<file path="src/rtl/addr_alu_datapath.sv">
// Purpose: 65C02 address generation (ABL/ABH/PC/AHL) plus combinational 8-bit ALU.
// Latency: AD, abl_co, pcl_co and ALU outputs are combinational; ABL/ABH/AHL/PC update on clk.
// Backpressure: none; the microcode controller sequences every cycle.
//
// Ports:
//   clk, RST          rising-edge clock, synchronous active-low reset
//   abl_op, abl_ci    ABL base/index select and adder carry-in
//   abh_op, abh_ff    ABH carry source/base select, force vector page FF
//   ld_ahl            capture DB into the AHL holding register
//   ld_pc, inc_pc     load PC from current address, increment PC
//   DB, R, M          data bus, register-file read value, memory operand
//   alu_op, alu_ci,   ALU function/shift select, carry-in, shift-in bit
//   alu_si
//   AD                address bus {ADH, ADL} (combinational)
//   PC                program counter {PCH, PCL} (registered)
//   abl_co, pcl_co    ABL adder carry-out, PCL increment carry
//   alu_out, alu_co,  ALU result, carry-out, overflow
//   alu_v
module addr_alu_datapath (
  input  logic        clk,
  input  logic        RST,
  input  logic [3:0]  abl_op,
  input  logic        abl_ci,
  input  logic [2:0]  abh_op,
  input  logic        abh_ff,
  input  logic        ld_ahl,
  input  logic        ld_pc,
  input  logic        inc_pc,
  input  logic [7:0]  DB,
  input  logic [7:0]  R,
  input  logic [7:0]  M,
  input  logic [4:0]  alu_op,
  input  logic        alu_ci,
  input  logic        alu_si,
  output logic [15:0] AD,
  output logic [15:0] PC,
  output logic        abl_co,
  output logic        pcl_co,
  output logic [7:0]  alu_out,
  output logic        alu_co,
  output logic        alu_v
);

  // ALU function codes (alu_op[4:2])
  localparam logic [2:0] FN_OR   = 3'b000;
  localparam logic [2:0] FN_AND  = 3'b001;
  localparam logic [2:0] FN_XOR  = 3'b010;
  localparam logic [2:0] FN_ADD  = 3'b011;
  localparam logic [2:0] FN_SUB  = 3'b100;
  localparam logic [2:0] FN_PASR = 3'b101;
  localparam logic [2:0] FN_PASM = 3'b110;
  localparam logic [2:0] FN_ZERO = 3'b111;

  // ALU shift codes (alu_op[1:0])
  localparam logic [1:0] SH_LEFT  = 2'b01;
  localparam logic [1:0] SH_RIGHT = 2'b10;

  // Architectural state
  logic [7:0] abl_q;
  logic [7:0] abh_q;
  logic [7:0] ahl_q;
  logic [7:0] pcl_q;
  logic [7:0] pch_q;

  // ------------------------------------------------------------------
  // Address bus low
  // ------------------------------------------------------------------
  logic [7:0] base_l;
  logic [7:0] idx_l;
  logic [8:0] abl_sum;
  logic [7:0] adl;

  always_comb begin
    base_l = abl_q;
    case (abl_op[3:2])
      2'b00:   base_l = abl_q;
      2'b01:   base_l = pcl_q;
      2'b10:   base_l = DB;
      default: base_l = ahl_q;
    endcase
  end

  always_comb begin
    idx_l = 8'h00;
    case (abl_op[1:0])
      2'b00:   idx_l = 8'h00;
      2'b01:   idx_l = R;
      2'b10:   idx_l = DB;
      default: idx_l = ahl_q;
    endcase
  end

  assign abl_sum = {1'b0, base_l} + {1'b0, idx_l} + {8'h00, abl_ci};
  assign adl     = abl_sum[7:0];
  assign abl_co  = abl_sum[8];

  // ------------------------------------------------------------------
  // Address bus high
  // ------------------------------------------------------------------
  logic [7:0] base_h;
  logic       abh_ci;
  logic [7:0] adh;

  // Without the ABL carry, abh_op[1] doubles as a constant +1 so that
  // DB+1 (page crossing of a zero-page pointer) and page 01 (stack)
  // come out of the same incrementer.
  assign abh_ci = abh_op[2] ? abl_co : abh_op[1];

  always_comb begin
    base_h = abh_q;
    case (abh_op[1:0])
      2'b00:   base_h = abh_q;
      2'b01:   base_h = pch_q;
      2'b10:   base_h = DB;
      default: base_h = 8'h00;
    endcase
  end

  assign adh = abh_ff ? 8'hFF : (base_h + {7'h00, abh_ci});
  assign AD  = {adh, adl};

  // ------------------------------------------------------------------
  // Program counter
  // ------------------------------------------------------------------
  logic [7:0] pcl_src;
  logic [7:0] pch_src;
  logic [7:0] pcl_next;
  logic [7:0] pch_next;

  assign pcl_src  = ld_pc ? adl : pcl_q;
  assign pch_src  = ld_pc ? adh : pch_q;
  assign pcl_co   = inc_pc & (pcl_src == 8'hFF);
  assign pcl_next = pcl_src + {7'h00, inc_pc};
  assign pch_next = pch_src + {7'h00, pcl_co};
  assign PC       = {pch_q, pcl_q};

  // ------------------------------------------------------------------
  // State registers
  // ------------------------------------------------------------------
  always_ff @(posedge clk) begin
    if (!RST) begin
      abl_q <= 8'h00;
      abh_q <= 8'h00;
      ahl_q <= 8'h00;
      pcl_q <= 8'h00;
      pch_q <= 8'h00;
    end else begin
      abl_q <= adl;
      abh_q <= adh;
      pcl_q <= pcl_next;
      pch_q <= pch_next;
      if (ld_ahl) begin
        ahl_q <= DB;
      end
    end
  end

  // ------------------------------------------------------------------
  // ALU
  // ------------------------------------------------------------------
  logic [2:0] alu_fn;
  logic [1:0] alu_sh;
  logic       is_arith;
  logic [7:0] alu_b;
  logic [8:0] alu_sum;
  logic [7:0] alu_p;

  assign alu_fn   = alu_op[4:2];
  assign alu_sh   = alu_op[1:0];
  assign is_arith = (alu_fn == FN_ADD) || (alu_fn == FN_SUB);

  // Subtract is R + ~M + ci, so carry out means "no borrow".
  assign alu_b   = (alu_fn == FN_SUB) ? ~M : M;
  assign alu_sum = {1'b0, R} + {1'b0, alu_b} + {8'h00, alu_ci};

  always_comb begin
    alu_p = 8'h00;
    case (alu_fn)
      FN_OR:   alu_p = R | M;
      FN_AND:  alu_p = R & M;
      FN_XOR:  alu_p = R ^ M;
      FN_ADD:  alu_p = alu_sum[7:0];
      FN_SUB:  alu_p = alu_sum[7:0];
      FN_PASR: alu_p = R;
      FN_PASM: alu_p = M;
      FN_ZERO: alu_p = 8'h00;
      default: alu_p = 8'h00;
    endcase
  end

  // Overflow is judged on the pre-shift result, even when a shift follows.
  assign alu_v = is_arith & (R[7] == alu_b[7]) & (alu_p[7] != R[7]);

  always_comb begin
    alu_out = alu_p;
    alu_co  = is_arith & alu_sum[8];
    case (alu_sh)
      SH_LEFT: begin
        alu_out = {alu_p[6:0], alu_si};
        alu_co  = alu_p[7];
      end
      SH_RIGHT: begin
        alu_out = {alu_si, alu_p[7:1]};
        alu_co  = alu_p[0];
      end
      default: begin
        // 00 and 11 both pass the pre-shift result through
        alu_out = alu_p;
        alu_co  = is_arith & alu_sum[8];
      end
    endcase
  end

endmodule

</file>
<file path="config.mk">
export PLATFORM = sky130hd
export DESIGN_NAME = addr_alu_datapath
export DESIGN_NICKNAME = d
export VERILOG_FILES = /design/src/rtl/addr_alu_datapath.sv
export SDC_FILE = /design/constraint.sdc
export NUM_CORES = 1
export LEC_CHECK = 0
export ABC_CLOCK_PERIOD_IN_PS = 6500
export BUFFER_PORTS_ARGS = -buffer_cell sky130_fd_sc_hd__clkbuf_2
export CORE_MARGIN = 2
export CORE_UTILIZATION = 35
export CTS_CLUSTER_SIZE = 8
export DETAILED_ROUTE_END_ITERATION = 12
export PLACE_DENSITY = 0.62
export SLEW_MARGIN = 20
export SYNTH_ARGS = -nofsm -noshare
export SYNTH_HDL_FRONTEND = slang
export SYNTH_SLANG_ARGS = --single-unit
</file>
<file path="constraint.sdc">
create_clock -name clk -period 6.5 [get_ports clk]
set_input_delay 0.975 -clock clk [delete_from_list [all_inputs] [get_ports clk]]
set_output_delay 0.975 -clock clk [all_outputs]
set_load 0.01 [all_outputs]
</file>
---- After elaboration in Yosys (flattened, before gate mapping) ----
Cells that the tools add are included.
word-level totals
  latch bits .............................. 0
  bits of input ports ..................... 45
  logic and storage cells ................. 55
  bits in registers ....................... 40
  ROM bits ................................ 0
  output and inout port bits .............. 44
  memory bits (writable) .................. 0
  memories ................................ 0
cells by class
  bitwise operators ....................... 8
  div/mod/pow operators ................... 0
  shifts and indexed selects .............. 0
  eq/ne operators ......................... 18
  multiplexer cells ....................... 11
  $mul .................................... 0
  $add $sub $neg .......................... 7
  $lt $le $gt $ge ......................... 0
  reductions and logical operators ........ 6
operators by type and width
  operator                                                          number
  8-bit case mux with 3 select lines                                3
  8-bit case mux with 7 select lines                                1
  8-bit 2-to-1 mux                                                  4
  8-bit by 1-bit adder with 8-bit output                            3
  8-bit by 8-bit adder with 9-bit output                            2
  9-bit by 1-bit adder with 9-bit output                            2
  8-bit case mux with 2 select lines                                1
  3-bit == test (second input constant)                             4
  8-bit AND                                                         1
  2-bit by 1-bit == test with 1-bit output (second input constant)  4
  2-bit == test (second input constant)                             4
  8-bit == test (second input constant)                             1
  8-bit inverter                                                    1
  8-bit bitwise OR                                                  1
  8-bit bitwise XOR                                                 1
  3-bit by 2-bit == test with 1-bit output (second input constant)  2
  2-bit zero test                                                   3
  1-bit AND                                                         4
  3-bit by 1-bit == test with 1-bit output (second input constant)  1
  3-bit zero test                                                   1
  1-bit case mux with 2 select lines                                1
  2-bit OR reduction                                                1
  1-bit == test                                                     1
  1-bit logical OR                                                  1
  other kinds (2)                                                   2

---- Longest topological paths before layout ----
  depth in word-level cells ............... 9
  gate-level depth with buffers ........... 24
  depth with buffers taken out ............ 21

---- Least setup slack after synthesis ----
No wires, ideal clock.
  path kind ............................... input -> output
  from .................................... input abl_op[2]
  to ...................................... output AD[14]
  data arrival time ....................... 5.083 ns
  cell stages on the path ................. 21
  buffers on the path ..................... 2
  slack ................................... 0.442 ns
  required time ........................... 5.525 ns
  cell sequence ........................... clkbuf_1 -> mux4_2 -> inv_1 -> fa_1 -> inv_1 -> fa_1 -> a21o_1 -> a21oi_1 -> o21ai_0 -> a21oi_1 -> o21bai_1 -> nand2_1 -> o21ai_0 -> ha_1 -> ha_1 -> buf_2 -> and4b_1 -> a31oi_2 -> nor4_2 -> mux2i_1 -> or2_2
on the way
  longest elaborated chain between the ends .. 7
  elaborated cells on any way between the ends .. 9
  those cells by class .................... add/sub: 3; eq/ne: 2; mux: 3; reduce/logical: 1
ends and longest elaborated chain
  item                                         line  text
  start, declared                              22    input logic [3:0] abl_op,
  2-bit == test, or another cell as far along  75    case (abl_op[3:2])
  8-bit case mux with 3 select lines *         75
  8-bit by 8-bit adder with 9-bit output *     93    assign abl_sum = {1'b0, base_l} + {1'b0, idx_l} + {8'h00, abl_ci};
  9-bit by 1-bit adder with 9-bit output *     93
  named net abl_co                             37    output logic abl_co,
  1-bit 2-to-1 mux *                           107   assign abh_ci = abh_op[2] ? abl_co : abh_op[1];
  8-bit by 1-bit adder with 8-bit output *     119   assign adh = abh_ff ? 8'hFF : (base_h + {7'h00, abh_ci});
  8-bit 2-to-1 mux *                           119
  end, declared                                35    output logic [15:0] AD,
The timed path passes the listed nets; every way through them passes the cells marked *.

---- Worst setup path in the final report ----
  from .................................... input abl_op[0]
  to ...................................... output AD[14]
on the way
  longest elaborated chain between the ends .. 7
  elaborated cells on any way between the ends .. 9
  those cells by class .................... add/sub: 3; eq/ne: 2; mux: 3; reduce/logical: 1
ends and longest elaborated chain
  item                                         line  text
  2-bit == test, or another cell as far along  85    case (abl_op[1:0])
  8-bit case mux with 3 select lines *         85
  8-bit by 8-bit adder with 9-bit output *     93
  9-bit by 1-bit adder with 9-bit output *     93
  1-bit 2-to-1 mux *                           107
  8-bit by 1-bit adder with 8-bit output *     119
  8-bit 2-to-1 mux *                           119
Mark *: on every way between the ends. The rest lies on a longest branch, timed or not.

==> results.ini <==
[sta]
maxSlewViolCount = 0
skew_ns = 0.004598
max_freq_mhz = 162.3
setup_violations = 0
rsz0062_at_grt = no
slew_headroom_pct = 33.90
tightestPinTransition_ns = 0.9839
period_share_pct = 94.77
fin_tns_setup_ns = 0
hold_viol = 0
period_needed_ns = 6.160

[status]
status = finished, final reports clean

[synth]
synthSimpleGateAreaFrac_pct = 20.40
synth-edff-count = 0
yosysTopAreaCellShare_pct = 18.36
ys_seq_elements = 40
avgSynthCellArea_sq_um = 8.153
synth_xor_xnor_area_share_pct = 4.618
async_flop_share_pct = 0
synth_nets = 622
synth_adder_area_share_pct = 12.74
synth_top_family_by_area = compound AO/OA/AOI/OAI gates
ys_types = 71
synth_top_cell_by_area = dfxtp_1
syn-cell-area_sq_um = 4362
netlist_instances = 535
synth.area.top_cells = dfxtp_1 18%, ha_1 11%, mux2i_1 4.8%, mux4_2 4.1%, inv_1 3.9%
yosys-mux-area-fraction_pct = 13.40
synth_compound_area_share_pct = 23.26
ys.flop_type = dfxtp_1
ys.warnings.count = 0
ys_seq_area_share_pct = 18.36

[die]
dieArea_sq_um = 13370
core_sq_um = 12110
io_pins = 89
die_x_um = 115.6
chipHeight_um = 115.6
rows = 40
initial_core_util_pct = 36.01

[cts]
htree_levels = 2
clk_latency_ns = 0.28
clk_pin_slew_ns = 0.06
root_buffer = clkbuf_16
cts_made_buffers = 5
holdBufCountCts = 0
cts_tree = built
clkSinkCount = 40
cts_buffer_depth = 2
cts_setup_buffers = 0

[flow_run]
cap_violations = 0

[detailed_routing]
postRouteAntennaNets = 0
routed_via_density = 5.551
post_drt_wl_per_cell_um = 16.53
initialDrtViolationCount = 221
route.vias.total = 4285
first_pass_iters = 5
wl_mm = 12.76
drc = 0

[pwr]
pwr_density_cell_nw_per_um2 = 203.5
ir_drop_uv = 118.4
power.leakage_nw = 2.299

[final_layout]
final_layout_size_suffix_gt1_share_pct = 23.01
fin_cells = 772
synthToLayoutAreaGrowth_pct = 16.67
antenna_cells = 0
fin_nets = 690

[worst_setup_path]
start_kind = input port
arrival_ns = 5.19
end_kind = primary output
cp_max_fo = 9
cp.required_ns = 5.52
path_class = input port to primary output

[grt]
grt_pass1_vias = 4033
grt_max_degree = 40
antenna_found_initial = 0
grt_pass1_wl_mm = 20.52
grt-ovfl-total = 0
grt_usage_pct = 19.24

[place]
hpwl_mm = 10.06
place.gp.congestion = 0.8756
place_inst = 764
numPortBuffers = 88

[hold_path]
min_path_type = register to register

-- worst max-delay path, stage by stage --
cell	delay, ns
clkbuf_2	0.21
mux2_2	0.37
a22oi_1	0.20
fa_1	0.24
inv_1	0.07
fa_1	0.42
a21o_1	0.21
a21oi_1	0.25
o21ai_0	0.15
a21oi_1	0.14
o21bai_1	0.11
nand2_1	0.08
o21ai_0	0.08
ha_1	0.26
ha_2	0.26
and4b_1	0.24
a31oi_4	0.23
nor4_2	0.07
mux2i_1	0.17
or2_2	0.31
clkbuf_2	0.14
-- state kept, by name, summed over array words and instances, names as in the netlist --
signal / cells
pcl_q: 8
pch_q: 8
ahl_q: 8
abl_q: 8
abh_q: 8
-- area by class of cell --
cell class,instances,area [sq um]
clock buffer,5,125.1
clock inverter,3,42.54
fill,1292,7023
inverter,46,175.2
multi-input combinational,418,3264
sequential,40,800.8
tap,168,210.2
timing repair buffer,92,470.5
-- path summary, 6_finish.rpt --
check	from	end	slack [ns]	cells after the start
max	abl_op[0]	AD[14]	0.34	21
min	ahl_q[7]	ahl_q[7]	0.54	2
max reg2reg	pcl_q[0]	pch_q[4]	1.68	21
min reg2reg	ahl_q[7]	ahl_q[7]	0.54	2
-- what timing repair did --
item,4_1_cts,5_1_grt
endpoints found under the setup margin,0,2
gates resized for setup,0,4
hold endpoints to repair,0,0
-- Yosys cell counts (all sizes together) (10+ instances only) --
| cell | number |
|---|---|
| clkbuf | 21 |
| ha | 38 |
| o21ai | 27 |
| xnor2 | 17 |
| a21oi | 28 |
| mux2i | 24 |
| inv | 46 |
| nor2b | 19 |
| dfxtp | 40 |
| nor2 | 41 |
| nor3 | 18 |
| and2 | 15 |
| buf | 10 |
| nand2 | 28 |
| mux2 | 11 |
| o21a | 12 |
-- cells in the final DEF, fill, tap and decap left out, types with 6 or more instances in the layout --
cell / netlist / layout
a211oi_1: 6 / 6
a21oi_1: 28 / 28
a221oi_1: 9 / 9
a22o_1: 8 / 8
a22oi_1: 6 / 6
and2_1: 15 / 15
clkbuf_2: 0 / 88
dfxtp_1: 40 / 40
ha_1: 38 / 37
inv_1: 45 / 45
mux2_2: 8 / 8
mux2i_1: 21 / 21
mux4_2: 8 / 8
nand2_1: 28 / 28
nand2b_1: 9 / 9
nand3_1: 7 / 7
nor2_1: 40 / 40
nor2b_1: 19 / 18
nor3_1: 18 / 18
o21a_1: 12 / 12
o21ai_0: 26 / 26
o22ai_1: 6 / 6
or2_2: 6 / 6
or3_1: 6 / 6
xnor2_1: 17 / 17
xor2_1: 6 / 6
-- routing by layer --
metal / vias to the layer above / global-route usage (%) / wire length [um]
li1: 2068 / - / -
met1: 2050 / 25.32 / 5665
met2: 148 / 32.75 / 6025
met3: 19 / 3.033 / 815
met4: 0 / 5.397 / 253
met5: - / 0 / 0
-- stage by stage --
step	power (mW)	setup WS, ns	hold WS (ns)	area, sq um	util [%]
global placement	0.7400	0.4465	0.5082	4902	40.48
CTS	1.039	0.1545	0.5362	5070	41.86
finish	1.035	0.3399	0.5351	5089	42.01
detailed placement	0.7519	0.2737	0.5208	4902	40.48
global route	1.107	0.01363	0.5709	5089	42.01
floorplan	0.6081	0.4420	0.4722	4362	-
-- cells by family (layout without fill, tap and decap cells) --
family	Yosys count	after routing
adders and majority gates	42	42
muxes	43	43
xor gates and xnor gates	23	23
AOI/OAI and AO/OA	143	143
DFF	40	40
and+or+nand+nor	167	167
buffers and inverters	77	146
-- power by group --
part,switching [mW],internal (mW),leakage (nW),total [mW]
Sequential,0.0270,0.276,0.332,0.303
Clock,0.103,0.180,0.0798,0.283
Combinational,0.253,0.196,1.89,0.449
Total,0.383,0.652,2.30,1.04
Note: power is estimated with default switching activity, not from simulation.
